<file path="src/rtl/gera_asteroides.sv">
// gera_asteroides: asteroid spawner. On a spawn request, scans asteroid memory
// for the lowest free slot and writes a new asteroid there. The direction opcode
// comes from a free-running LFSR, and the entry position lies on the matching
// screen border.
module gera_asteroides #(
   parameter int N_SLOTS = 16,
   parameter int ADDR_W  = 4,
   parameter int COOR_W  = 4
) (
   input  logic              clock,
   input  logic              reset,
   input  logic              gera_aste,
   input  logic              loaded_aste_rd,
   output logic [ADDR_W-1:0] addr_aste,
   output logic              we_aste,
   output logic              loaded_aste_wr,
   output logic [1:0]        opcode_aste_wr,
   output logic [COOR_W-1:0] pos_x_aste_wr,
   output logic [COOR_W-1:0] pos_y_aste_wr,
   output logic              geracao_concluida,
   output logic              sem_espaco,
   output logic [4:0]        db_estado_gera
);

   localparam logic [ADDR_W-1:0] LAST_SLOT = ADDR_W'(N_SLOTS - 1);

   typedef enum logic [4:0] {
      S_INICIO      = 5'd0,
      S_ESPERA      = 5'd1,
      S_RESETA_CONT = 5'd2,
      S_VERIFICA    = 5'd3,
      S_INCREMENTA  = 5'd4,
      S_GRAVA       = 5'd5,
      S_SINALIZA    = 5'd6,
      S_CHEIO       = 5'd7
   } state_t;

   state_t            state_q, state_d;
   logic [ADDR_W-1:0] cnt_q, cnt_d;
   logic [7:0]        lfsr_q, lfsr_d;
   logic [COOR_W-1:0] r;

   // Next-state, slot counter and LFSR step
   always_comb begin
      state_d = S_INICIO;
      cnt_d   = cnt_q;
      lfsr_d  = {lfsr_q[6:0], lfsr_q[7] ^ lfsr_q[5] ^ lfsr_q[4] ^ lfsr_q[3]};
      case (state_q)
         S_INICIO:      state_d = S_ESPERA;
         S_ESPERA:      state_d = gera_aste ? S_RESETA_CONT : S_ESPERA;
         S_RESETA_CONT: begin
            cnt_d   = '0;
            state_d = S_VERIFICA;
         end
         S_VERIFICA: begin
            if (!loaded_aste_rd)         state_d = S_GRAVA;
            else if (cnt_q == LAST_SLOT) state_d = S_CHEIO;
            else                         state_d = S_INCREMENTA;
         end
         S_INCREMENTA: begin
            cnt_d   = cnt_q + 1'b1;
            state_d = S_VERIFICA;
         end
         S_GRAVA:       state_d = S_SINALIZA;
         S_SINALIZA:    state_d = S_ESPERA;
         S_CHEIO:       state_d = S_ESPERA;
         default:       state_d = S_INICIO;
      endcase
   end

   // State, counter and LFSR registers with synchronous reset
   always_ff @(posedge clock) begin
      if (reset) begin
         state_q <= S_INICIO;
         cnt_q   <= '0;
         lfsr_q  <= 8'hA5;
      end else begin
         state_q <= state_d;
         cnt_q   <= cnt_d;
         lfsr_q  <= lfsr_d;
      end
   end

   // Moore outputs and write fields decoded from the registered state and LFSR
   always_comb begin
      r                 = lfsr_q[7 -: COOR_W];
      addr_aste         = cnt_q;
      loaded_aste_wr    = 1'b1;
      opcode_aste_wr    = lfsr_q[1:0];
      we_aste           = (state_q == S_GRAVA);
      geracao_concluida = (state_q == S_SINALIZA);
      sem_espaco        = (state_q == S_CHEIO);
      case (lfsr_q[1:0])
         2'b00: begin pos_x_aste_wr = '0; pos_y_aste_wr = r;  end
         2'b01: begin pos_x_aste_wr = '1; pos_y_aste_wr = r;  end
         2'b10: begin pos_x_aste_wr = r;  pos_y_aste_wr = '0; end
         default: begin pos_x_aste_wr = r; pos_y_aste_wr = '1; end
      endcase
      case (state_q)
         S_INICIO, S_ESPERA, S_RESETA_CONT, S_VERIFICA,
         S_INCREMENTA, S_GRAVA, S_SINALIZA, S_CHEIO: db_estado_gera = state_q;
         default:                                    db_estado_gera = 5'b11111;
      endcase
   end

endmodule

</file>
<file path="config.mk">
export PLATFORM = sky130hd
export DESIGN_NAME = gera_asteroides
export DESIGN_NICKNAME = d
export VERILOG_FILES = /design/src/rtl/gera_asteroides.sv
export SDC_FILE = /design/constraint.sdc
export NUM_CORES = 1
export LEC_CHECK = 0
export CAP_MARGIN = 20
export CORE_UTILIZATION = 47
export DETAILED_ROUTE_END_ITERATION = 10
export PLACE_DENSITY = 0.82
export SYNTH_ARGS = -nofsm -noshare
export SYNTH_HDL_FRONTEND = slang
export SYNTH_SLANG_ARGS = --single-unit
export TNS_END_PERCENT = 5
</file>
<file path="constraint.sdc">
create_clock -name clock -period 2.8 [get_ports clock]
set_input_delay 0.28 -clock clock [delete_from_list [all_inputs] [get_ports clock]]
set_output_delay 0.28 -clock clock [all_outputs]
set_load 0.01 [all_outputs]
</file>
==> results of run 1 <==
==> power breakdown <==
group / switching (mW) / internal (mW) / total (mW)
logic: 0.0517 / 0.0773 / 0.129
registers: 0.0220 / 0.227 / 0.249
clock network: 0.0602 / 0.0551 / 0.115
==> logic make-up (layout without fill, tap and decap cells) <==
group / after synthesis / count (layout) / share of synthesized area
DFF: 15 / 15 / 0.3709
AOI/OAI and AO/OA: 19 / 19 / 0.1453
other: 2 / 3 / 0.009277
xor gates and xnor gates: 4 / 4 / 0.04328
adders and majority gates: 1 / 1 / 0.01545
and+or+nand+nor: 42 / 42 / 0.2844
buffers and inverters: 19 / 32 / 0.1314
==> metrics by stage <==
step                instances  instance area [sq um]  setup WS [ps]    util
floorplan                 103                  813.3           1641       -
global placement          128                  975.9           1154  0.6260
detailed placement        128                  975.9           1088  0.6260
CTS                       132                   1002          792.1  0.6429
global route              132                   1002          711.8  0.6429
finish                    132                   1002          802.7  0.6429
==> layer usage <==
| layer | part of all wire | up-vias | track usage |
|---|---|---|---|
| met5 | 0 | - | 0 |
| met2 | 0.49 | 24 | 0.2818 |
| met4 | 0 | 0 | 0.05625 |
| li1 | - | 351 | - |
| met1 | 0.45 | 310 | 0.1969 |
| met3 | 0.053 | 0 | 0.03750 |
==> final cells by class <==
cell class,count,share of cell area
multi-input cells,69,0.4057
well taps,16,0.01998
clock buffers,4,0.02622
inverters,5,0.01873
flip-flops and latches,15,0.2996
repair buffers,23,0.2297
==> registers in the layout, summed over array words and instances, names as in the netlist <==
register / flops
lfsr_q: 8
state_q: 3
addr_aste: 4
==> worst max-delay path by stage <==
| stage | endpoint | cells after the start |
|---|---|---|
| 2_1_floorplan | addr_aste[2]$_SDFFE_PP0P_ | 5 |
| 3_3_place_gp | sem_espaco | 2 |
| 3_5_place_dp | sem_espaco | 2 |
| 4_1_cts | sem_espaco | 2 |
| 5_1_grt | sem_espaco | 2 |
| 6_report | sem_espaco | 2 |
==> critical path: cells and delay by family (launching register included) <==
kind	cells	cell delay [ps]
flops	1	670
simple gates	1	250
buf+inv	1	540
==> cell usage in the layout (no fill, tap or decap), types with 3 or more instances in the layout <==
cell                               n
sky130_fd_sc_hd__a21oi_1           5
sky130_fd_sc_hd__clkbuf_4          3
sky130_fd_sc_hd__clkdlybuf4s50_1  23
sky130_fd_sc_hd__conb_1            3
sky130_fd_sc_hd__dfxtp_1          15
sky130_fd_sc_hd__inv_1             5
sky130_fd_sc_hd__nand2_1          13
sky130_fd_sc_hd__nand2b_1          4
sky130_fd_sc_hd__nor2_1            8
sky130_fd_sc_hd__nor2b_1           4
sky130_fd_sc_hd__o21ai_0           6
sky130_fd_sc_hd__or2_2             3
==> out/metrics.yaml, run 1 <==
floorplan.initialDensity: 0.5193
htree_levels: 1
area_of_the_core_sq_um: 1559
routedWlPerCell_um: 10.38
syn_inst: 102
syn_warnings: 0
critical_path.slowest_cell: "sky130_fd_sc_hd__dfxtp_1"
ant_nets: 0
root_buffer: "sky130_fd_sc_hd__clkbuf_4"
sequential_area_sq_um: 300.3
critical_path.max_fanout: 18
cts.clk_slew.worst_paths_ps: 80
clock_latency_reported_for_the_late_side_of_the_worst_skew_pair_ps: 270
first_global_vias: 566
grt_max_degree: 19
fin_worst_skew_ps: 2.150
max-vdd-ir-drop_v: 0.0002735
place.detailed.hpwl_mm: 1.011
start_to_end_type_of_the_worst_setup_path: "reg2out"
min-delay-path-class: "reg2reg"
layout-drive-gt1-share: 0.06034
sequential_to_total_area_share_from_yosys_stat: 0.3709
setup.worst_path.start_class: "flip-flop"
io_pins: 27
ys_seq_elements: 15
chipHeight_um: 43.50
p_leak_nw: 0.4069
maxCapViolations: 0
insertedDiodeCount: 0
dr_total_vias: 685
finalMaxSlewViolations: 0
hold-path-cell-count: 1
finalPower_mw: 0.4936
total_area_of_multi_input_combinational_cells_sq_um: 406.6
period_share: 0.7133
r2r-start: "state_q[2]$_SDFF_PP0_"
end_kind: "output port"
fp.dieArea_sq_um: 1892
setup_viol: 0
count_of_different_cell_masters_after_synthesis: 31
post-synth-top-count-cell: "sky130_fd_sc_hd__dfxtp_1"
ys.flop_type: "sky130_fd_sc_hd__dfxtp_1"
failing_checks: "DRC"
outcome: "finished with violations"
critPathMaxStageDelay_ps: 670
post_cts.resized_instances: 0
final_net_count: 122
synth-async-reset-ratio: 0
max_slew.worst_pin.slew_ps: 539.1
drt-initial-drc-count: 10
hold_path_startpoint: "lfsr_q[2]$_SDFF_PP1_"
reg2reg_to: "state_q[1]$_SDFF_PP0_"
tritoncts: "built"
final.fill_count: 138
place_congestion: 0.7415
netlist_area_sq_um: 809.5
startpoint: "state_q[2]$_SDFF_PP0_"
cp_cell_sequence: "and3_1 > clkdlybuf4s50_1"
reg2reg_setup_slack_ps: 1450
grt_first_pass_wirelength_mm: 2.304
max_slew_margin: 0.6401
grt_antenna_before_repair: 0
tritoncts_num_sinks: 15
vias_cell: 5.189
netlist.area_leader.share: 0.3709
synth_area_leader_cell: "sky130_fd_sc_hd__dfxtp_1"
period_minus_slack_ps: 1997
drtPass1Iterations: 7
min_delay_worst_endpoint: "lfsr_q[3]$_SDFF_PP0_"
wirelength_mm: 1.370
cellPowerDensity_nw_per_um2: 492.5
rsz_0062_raised_after_global_routing: "no"
yosys-top-cells-area: "sky130_fd_sc_hd__dfxtp_1 37%, sky130_fd_sc_hd__buf_4 6.5%, sky130_fd_sc_hd__nand2_1 6.0%"
edff_count_synth: 0
gr-usage-all-layers: 0.1625
port_buffers: 23
gr-total-overflow: 0
postCtsSetupBuffers: 0
fin_worst_hold_slack_ps: 448.9
crit_arrival_ps: 1720
setup_total_negative_slack_ps: 0
drc: 6
placement_rows: 14
chip_width_um: 43.50
numCtsBuffers: 3
synth_area_per_cell_sq_um: 7.937
worst-r2r-cell-count: 3
synth_common_cells: "15 x sky130_fd_sc_hd__dfxtp_1, 13 x sky130_fd_sc_hd__nand2_1, 8 x sky130_fd_sc_hd__nor2_1"
data_required_time_of_the_critical_path_ps: 2520
cts_hold_buffers: 0
final_hold_viol_count: 0
syn_to_final_growth_pct: 23.80
clock.fmax_mhz: 500.7
clk_path_buf_depth: 2
(Power assumes the default switching activity.)
==> inputs of run 2 (changes only) <==
--- a/config.mk
+++ b/config.mk
@@ -6,9 +6,9 @@
 export NUM_CORES = 1
 export LEC_CHECK = 0
 export CAP_MARGIN = 20
-export CORE_UTILIZATION = 47
+export CORE_UTILIZATION = 44
 export DETAILED_ROUTE_END_ITERATION = 10
-export PLACE_DENSITY = 0.82
+export PLACE_DENSITY = 0.77
 export SYNTH_ARGS = -nofsm -noshare
 export SYNTH_HDL_FRONTEND = slang
 export SYNTH_SLANG_ARGS = --single-unit
==> constraint.sdc (replaced) <==
create_clock -name clock -period 1.85 [get_ports clock]
set_input_delay 0.185 -clock clock [delete_from_list [all_inputs] [get_ports clock]]
set_output_delay 0.185 -clock clock [all_outputs]
set_load 0.01 [all_outputs]
==> out/metrics.yaml, run 2 (synthesized netlist as in run 1, its figures left out) <==
grt_antenna_before_repair: 0  # unchanged
min-delay-path-class: "reg2reg"
grt_first_pass_wirelength_mm: 2.580  # +12%
first_global_vias: 593  # +4.8%
max-vdd-ir-drop_v: 0.0004205  # +54%
cts.clk_slew.worst_paths_ps: 100  # +20 ps
data_required_time_of_the_critical_path_ps: 1660  # -860 ps
flip_flop_count_of_the_largest_register_all_copies_and_words_added: 8  # unchanged
area_of_the_core_sq_um: 1727  # +11%
gr-total-overflow: 0  # unchanged
grt_max_degree: 16  # -3
final_net_count: 124  # +1.6%
pre_cts_ws_ps: 380.9  # -707.1 ps
final_common_cell: "sky130_fd_sc_hd__clkdlybuf4s50_1"
vias_cell: 4.860  # -6.3%
htree_levels: 1  # unchanged
placement_rows: 15  # +1
syn_to_final_growth_pct: 27.51
period_share: 0.9119
drc: 0  # -6
utilization: 0.5978  # -0.04503
floorplan.initialDensity: 0.4688  # -0.05042
place_congestion: 0.6932  # -6.5%
max_slew_margin: 0.6600  # +0.01990
crit_arrival_ps: 1500  # -220 ps
setup_viol: 0  # unchanged
fp.dieArea_sq_um: 2016  # +6.5%
rsz_0062_raised_after_global_routing: "no"
wirelength_mm: 1.516  # +11%
insertedDiodeCount: 0  # unchanged
numCtsBuffers: 3  # unchanged
place.detailed.hpwl_mm: 1.093  # +8.2%
finalPower_mw: 0.7749  # +57%
period_minus_slack_ps: 1687
drt-initial-drc-count: 10  # unchanged
postCtsSetupBuffers: 0  # unchanged
clk_path_buf_depth: 2  # unchanged
fin_worst_skew_ps: 6.893  # +4.743 ps
port_buffers: 23  # unchanged
chip_width_um: 44.90  # +3.2%
end_kind: "output port"
io_pins: 27  # unchanged
cellPowerDensity_nw_per_um2: 750.7  # +52%
drtPass1Iterations: 4  # -3
outcome: "complete, no violations"
fin_worst_hold_slack_ps: 458.0  # +9.149 ps
clock_latency_reported_for_the_late_side_of_the_worst_skew_pair_ps: 290  # +20 ps
max_slew.worst_pin.slew_ps: 508.4  # -30.70 ps
p_leak_nw: 0.4206  # +3.4%
final_design_area_no_fill_sq_um: 1032  # +3.0%
setup.worst_path.start_class: "flip-flop"
setup_total_negative_slack_ps: 0  # unchanged
placedCellCount: 139  # +8.6%
clock.fmax_mhz: 592.8
tritoncts_num_sinks: 15  # unchanged
chipHeight_um: 44.90  # +3.2%
critical_path.max_fanout: 9  # -9
final_hold_viol_count: 0  # unchanged
regMostFlops: "lfsr_q"
layout_common_cells: "23 x sky130_fd_sc_hd__clkdlybuf4s50_1, 13 x sky130_fd_sc_hd__nand2_1, 13 x sky130_fd_sc_hd__dfxtp_1, 8 x sky130_fd_sc_hd__nor2_1, 6 x sky130_fd_sc_hd__o21ai_0"
dr_total_vias: 695  # +1.5%
root_buffer: "sky130_fd_sc_hd__clkbuf_4"
worst_slack_ps: 163.0  # -639.7 ps
tritoncts: "built"
ant_nets: 0  # unchanged
gr-usage-all-layers: 0.1747  # +0.01228
maxCapViolations: 0  # unchanged
finalMaxSlewViolations: 0  # unchanged
total_cell_area_at_the_placement_stage_sq_um: 1002  # +2.7%
routedWlPerCell_um: 10.60  # +2.1%
final_cell_count_no_fill: 143  # +8.3%
start_to_end_type_of_the_worst_setup_path: "reg2out"
layout-drive-gt1-share: 0.1017  # +0.04135
-- run 2: cell types whose count changed in the layout (fill, tap and decap cells not counted), sizes merged --
cell / previous run / this run
clkinv: 0 / 1
clkbuf: 4 / 3
buf: 0 / 2
-- run 2: cell type report --
class                           count  area, sq um
Fill cell                         166        694.4
Timing Repair Buffer               25        245.2
Clock buffer                        3        22.52
Inverter                            5        18.77
Multi-Input combinational cell     69        406.6
Clock inverter                      1        5.005
Sequential cell                    15        302.8
Tap cell                           25        31.28
-- run 2: report_power, final --
part | internal (mW) | switching (mW) | total [mW]
logic | 0.120 | 0.0867 | 0.207
clock network | 0.0803 | 0.114 | 0.194
registers | 0.345 | 0.0287 | 0.374
total | 0.546 | 0.229 | 0.775
-- run 2: worst max-delay path, cell delays in order, from the launching register on --
cell	delay, ps
sky130_fd_sc_hd__dfxtp_1	460
sky130_fd_sc_hd__buf_4	210
sky130_fd_sc_hd__clkdlybuf4s50_1	540
-- run 2: per-layer routing --
layer | global-route usage | wire [um] | part of all wire
met1 | 0.2192 | 726 | 0.48
met2 | 0.2824 | 686 | 0.45
met3 | 0.06000 | 95 | 0.063
met4 | 0.05455 | 8 | 0.0053
met5 | 0 | 0 | 0
-- run 2: final timing paths --
path	startpoint	end	cells after the start	slack, ps
worst max-delay path	state_q[1]$_SDFF_PP0_	db_estado_gera[1]	2	160
worst min-delay path	lfsr_q[2]$_SDFF_PP1_	lfsr_q[3]$_SDFF_PP0_	1	460
worst max register to register	state_q[2]$_SDFF_PP0_	state_q[1]$_SDFF_PP0_	4	570
worst min register to register	lfsr_q[2]$_SDFF_PP1_	lfsr_q[3]$_SDFF_PP0_	1	460
-- run 2: timing repair --
action / CTS / global route
gates resized for setup: 0 / 2
setup endpoints to repair: 0 / 10
hold buffers: 0 / 0
==> inputs of run 3 (changes only) <==
--- a/config.mk
+++ b/config.mk
@@ -8,6 +8,7 @@
 export CAP_MARGIN = 20
 export CORE_UTILIZATION = 44
 export DETAILED_ROUTE_END_ITERATION = 10
+export GPL_TIMING_DRIVEN = 0
 export PLACE_DENSITY = 0.77
 export SYNTH_ARGS = -nofsm -noshare
 export SYNTH_HDL_FRONTEND = slang
==> out/metrics.yaml, run 3 (synthesized netlist as in run 1, its figures left out) <==
outcome: "complete, no violations"
hold_path_startpoint: "lfsr_q[2]$_SDFF_PP1_"
grt_antenna_before_repair: 0  # unchanged
p_comb_frac: 0.297  # +0.030
regMostFlops: "lfsr_q"
crit_buf_inv: 3  # +1
port_buffers: 23  # unchanged
startpoint: "state_q[2]$_SDFF_PP0_"
clock.fmax_mhz: 561.8  # -5.2%
maxCapViolations: 0  # unchanged
utilization: 0.6399  # +0.04203
floorplan.initialDensity: 0.4688  # unchanged
htree_levels: 1  # unchanged
total_area_of_multi_input_combinational_cells_sq_um: 406.6  # unchanged
final.fill_count: 167  # +0.60%
clk_path_buf_depth: 2  # unchanged
place.detailed.hpwl_mm: 1.165  # +6.6%
syn_to_final_growth_pct: 36.48
io_pins: 27  # unchanged
routedWlPerCell_um: 10.07  # -5.0%
chip_width_um: 44.90  # unchanged
critical_path.max_fanout: 10  # +1
vias_cell: 4.740  # -2.5%
placement_rows: 15  # unchanged
drt-initial-drc-count: 9  # -1
critical_path.slowest_cell: "sky130_fd_sc_hd__clkdlybuf4s50_1"
ant_nets: 0  # unchanged
cellPowerDensity_nw_per_um2: 714.4  # -4.8%
layout-drive-gt1-share: 0.1550  # +0.05334
drc: 0  # unchanged
layout_common_cells: "23 x sky130_fd_sc_hd__clkdlybuf4s50_1, 13 x sky130_fd_sc_hd__nand2_1, 12 x sky130_fd_sc_hd__dfxtp_1, 8 x sky130_fd_sc_hd__nor2_1, 7 x sky130_fd_sc_hd__buf_4"
data_required_time_of_the_critical_path_ps: 1660  # about the same
place_congestion: 0.7087  # +2.2%
setup.worst_path.start_class: "flip-flop"
drtPass1Iterations: 4  # unchanged
setup_total_negative_slack_ps: 0  # unchanged
start_to_end_type_of_the_worst_setup_path: "reg2out"
netSwitchingFraction: 0.2866  # -0.008826
end_kind: "output port"
internal_power_mw: 0.5631  # +3.1%
critPathTopFamily: "buffers and inverters"
switchingPower_mw: 0.2262  # -1.2%
tritoncts_num_sinks: 15  # unchanged
period_minus_slack_ps: 1780  # +93.17 ps
max-vdd-ir-drop_v: 0.0004252  # +1.1%
period_share: 0.9622  # +0.05036
insertedDiodeCount: 0  # unchanged
min-delay-path-class: "reg2reg"
final_design_area_no_fill_sq_um: 1105  # +7.0%
final_common_cell: "sky130_fd_sc_hd__clkdlybuf4s50_1"
chipHeight_um: 44.90  # unchanged
gr-total-overflow: 0  # unchanged
gr-usage-all-layers: 0.1706  # -0.004181
final_net_count: 135  # +8.9%
setup_viol: 0  # unchanged
postCtsSetupBuffers: 0  # unchanged
r2r-start: "addr_aste[0]$_SDFFE_PP0P_"
sequential_area_sq_um: 304.0  # +0.41%
total_cell_area_at_the_placement_stage_sq_um: 1075  # +7.2%
fin_worst_skew_ps: 8.376  # +1.482 ps
clock_latency_reported_for_the_late_side_of_the_worst_skew_pair_ps: 280  # about the same
share_clk_of_total_power: 0.234  # -0.016
wirelength_mm: 1.551  # +2.3%
first_global_vias: 600  # +1.2%
grt_max_degree: 13  # -3
cts.clk_slew.worst_paths_ps: 100  # about the same
crit_arrival_ps: 1600  # +100 ps
flip_flop_count_of_the_largest_register_all_copies_and_words_added: 8  # unchanged
critPathMaxStageDelay_ps: 530  # about the same
finalMaxSlewViolations: 0  # unchanged
grt_first_pass_wirelength_mm: 2.566  # -0.54%
tritoncts: "built"
seqPwrFrac: 0.469  # -0.014
area_of_the_core_sq_um: 1727  # unchanged
reg2reg_setup_slack_ps: 630  # +60 ps
dr_total_vias: 730  # +5.0%
numCtsBuffers: 3  # unchanged
p_leak_nw: 0.4610  # +9.6%
final_hold_viol_count: 0  # unchanged
cp_cell_sequence: "buf_6 > buf_4 > and3_1 > clkdlybuf4s50_1"
fp.dieArea_sq_um: 2016  # unchanged
root_buffer: "sky130_fd_sc_hd__clkbuf_4"
rsz_0062_raised_after_global_routing: "yes"
==> run 3: cell types whose count changed in the layout (fill, tap and decap cells not counted), sizes merged <==
cell    change
buf         +6
clkbuf      +5
==> run 3: final timing paths <==
path / cells past startpoint / end
setup / recovery: 4 / sem_espaco
hold / removal: 1 / lfsr_q[3]$_SDFF_PP0_
setup reg to reg: 5 / addr_aste[2]$_SDFFE_PP0P_
hold reg to reg: 1 / lfsr_q[3]$_SDFF_PP0_
==> run 3: layout make-up <==
cell class                 instances  share of cell area
multi-input combinational         69              0.3681
sequential                        15              0.2752
timing repair buffer              23              0.2084
buffer                            13             0.07814
tap                               25             0.02831
clock buffer                       3             0.02039
inverter                           5             0.01699
clock inverter                     1            0.004530
==> run 3: worst reg2reg max path, delay by kind of cell (launching register included) <==
kind	cells	cell delay, ps
flip-flops	1	420
AO/OA/AOI/OAI	2	320
adder cells (fa/ha/maj)	1	250
AND/OR/NAND/NOR	2	130
==> run 3: power groups by stage <==
stage | Sequential, mW | Clock, mW | Combinational, mW
after floorplan | 0.366 | 0 | 0.133
after global placement | 0.370 | 0 | 0.237
after detailed placement | 0.370 | 0 | 0.241
after CTS | 0.368 | 0.191 | 0.235
after global routing | 0.376 | 0.206 | 0.257
final | 0.370 | 0.185 | 0.235
==> run 3: stage by stage <==
stage	instances	worst slack [ps]	power, mW	hold WS (ps)
5_1_grt	154	-8.651	0.8390	484.8
3_3_place_gp	151	256.2	0.6067	426.7
3_5_place_dp	151	223.4	0.6110	437.7
2_1_floorplan	103	690.9	0.4982	256.6
6_report	154	69.85	0.7893	451.8
4_1_cts	154	19.74	0.7937	455.2
==> run 3: repair_timing <==
item | in CTS | in global routing
setup endpoints to repair | 4 | 11
gates resized for setup | 0 | 4
hold buffers | 0 | 0
==> run 3: metal layers <==
metal / share of wire / vias to the layer above / GRT usage
li1: - / 377 / -
met1: 0.45 / 321 / 0.1995
met2: 0.48 / 30 / 0.3118
met3: 0.062 / 2 / 0.02800
met4: 0.0084 / 0 / 0.06061
met5: 0 / - / 0
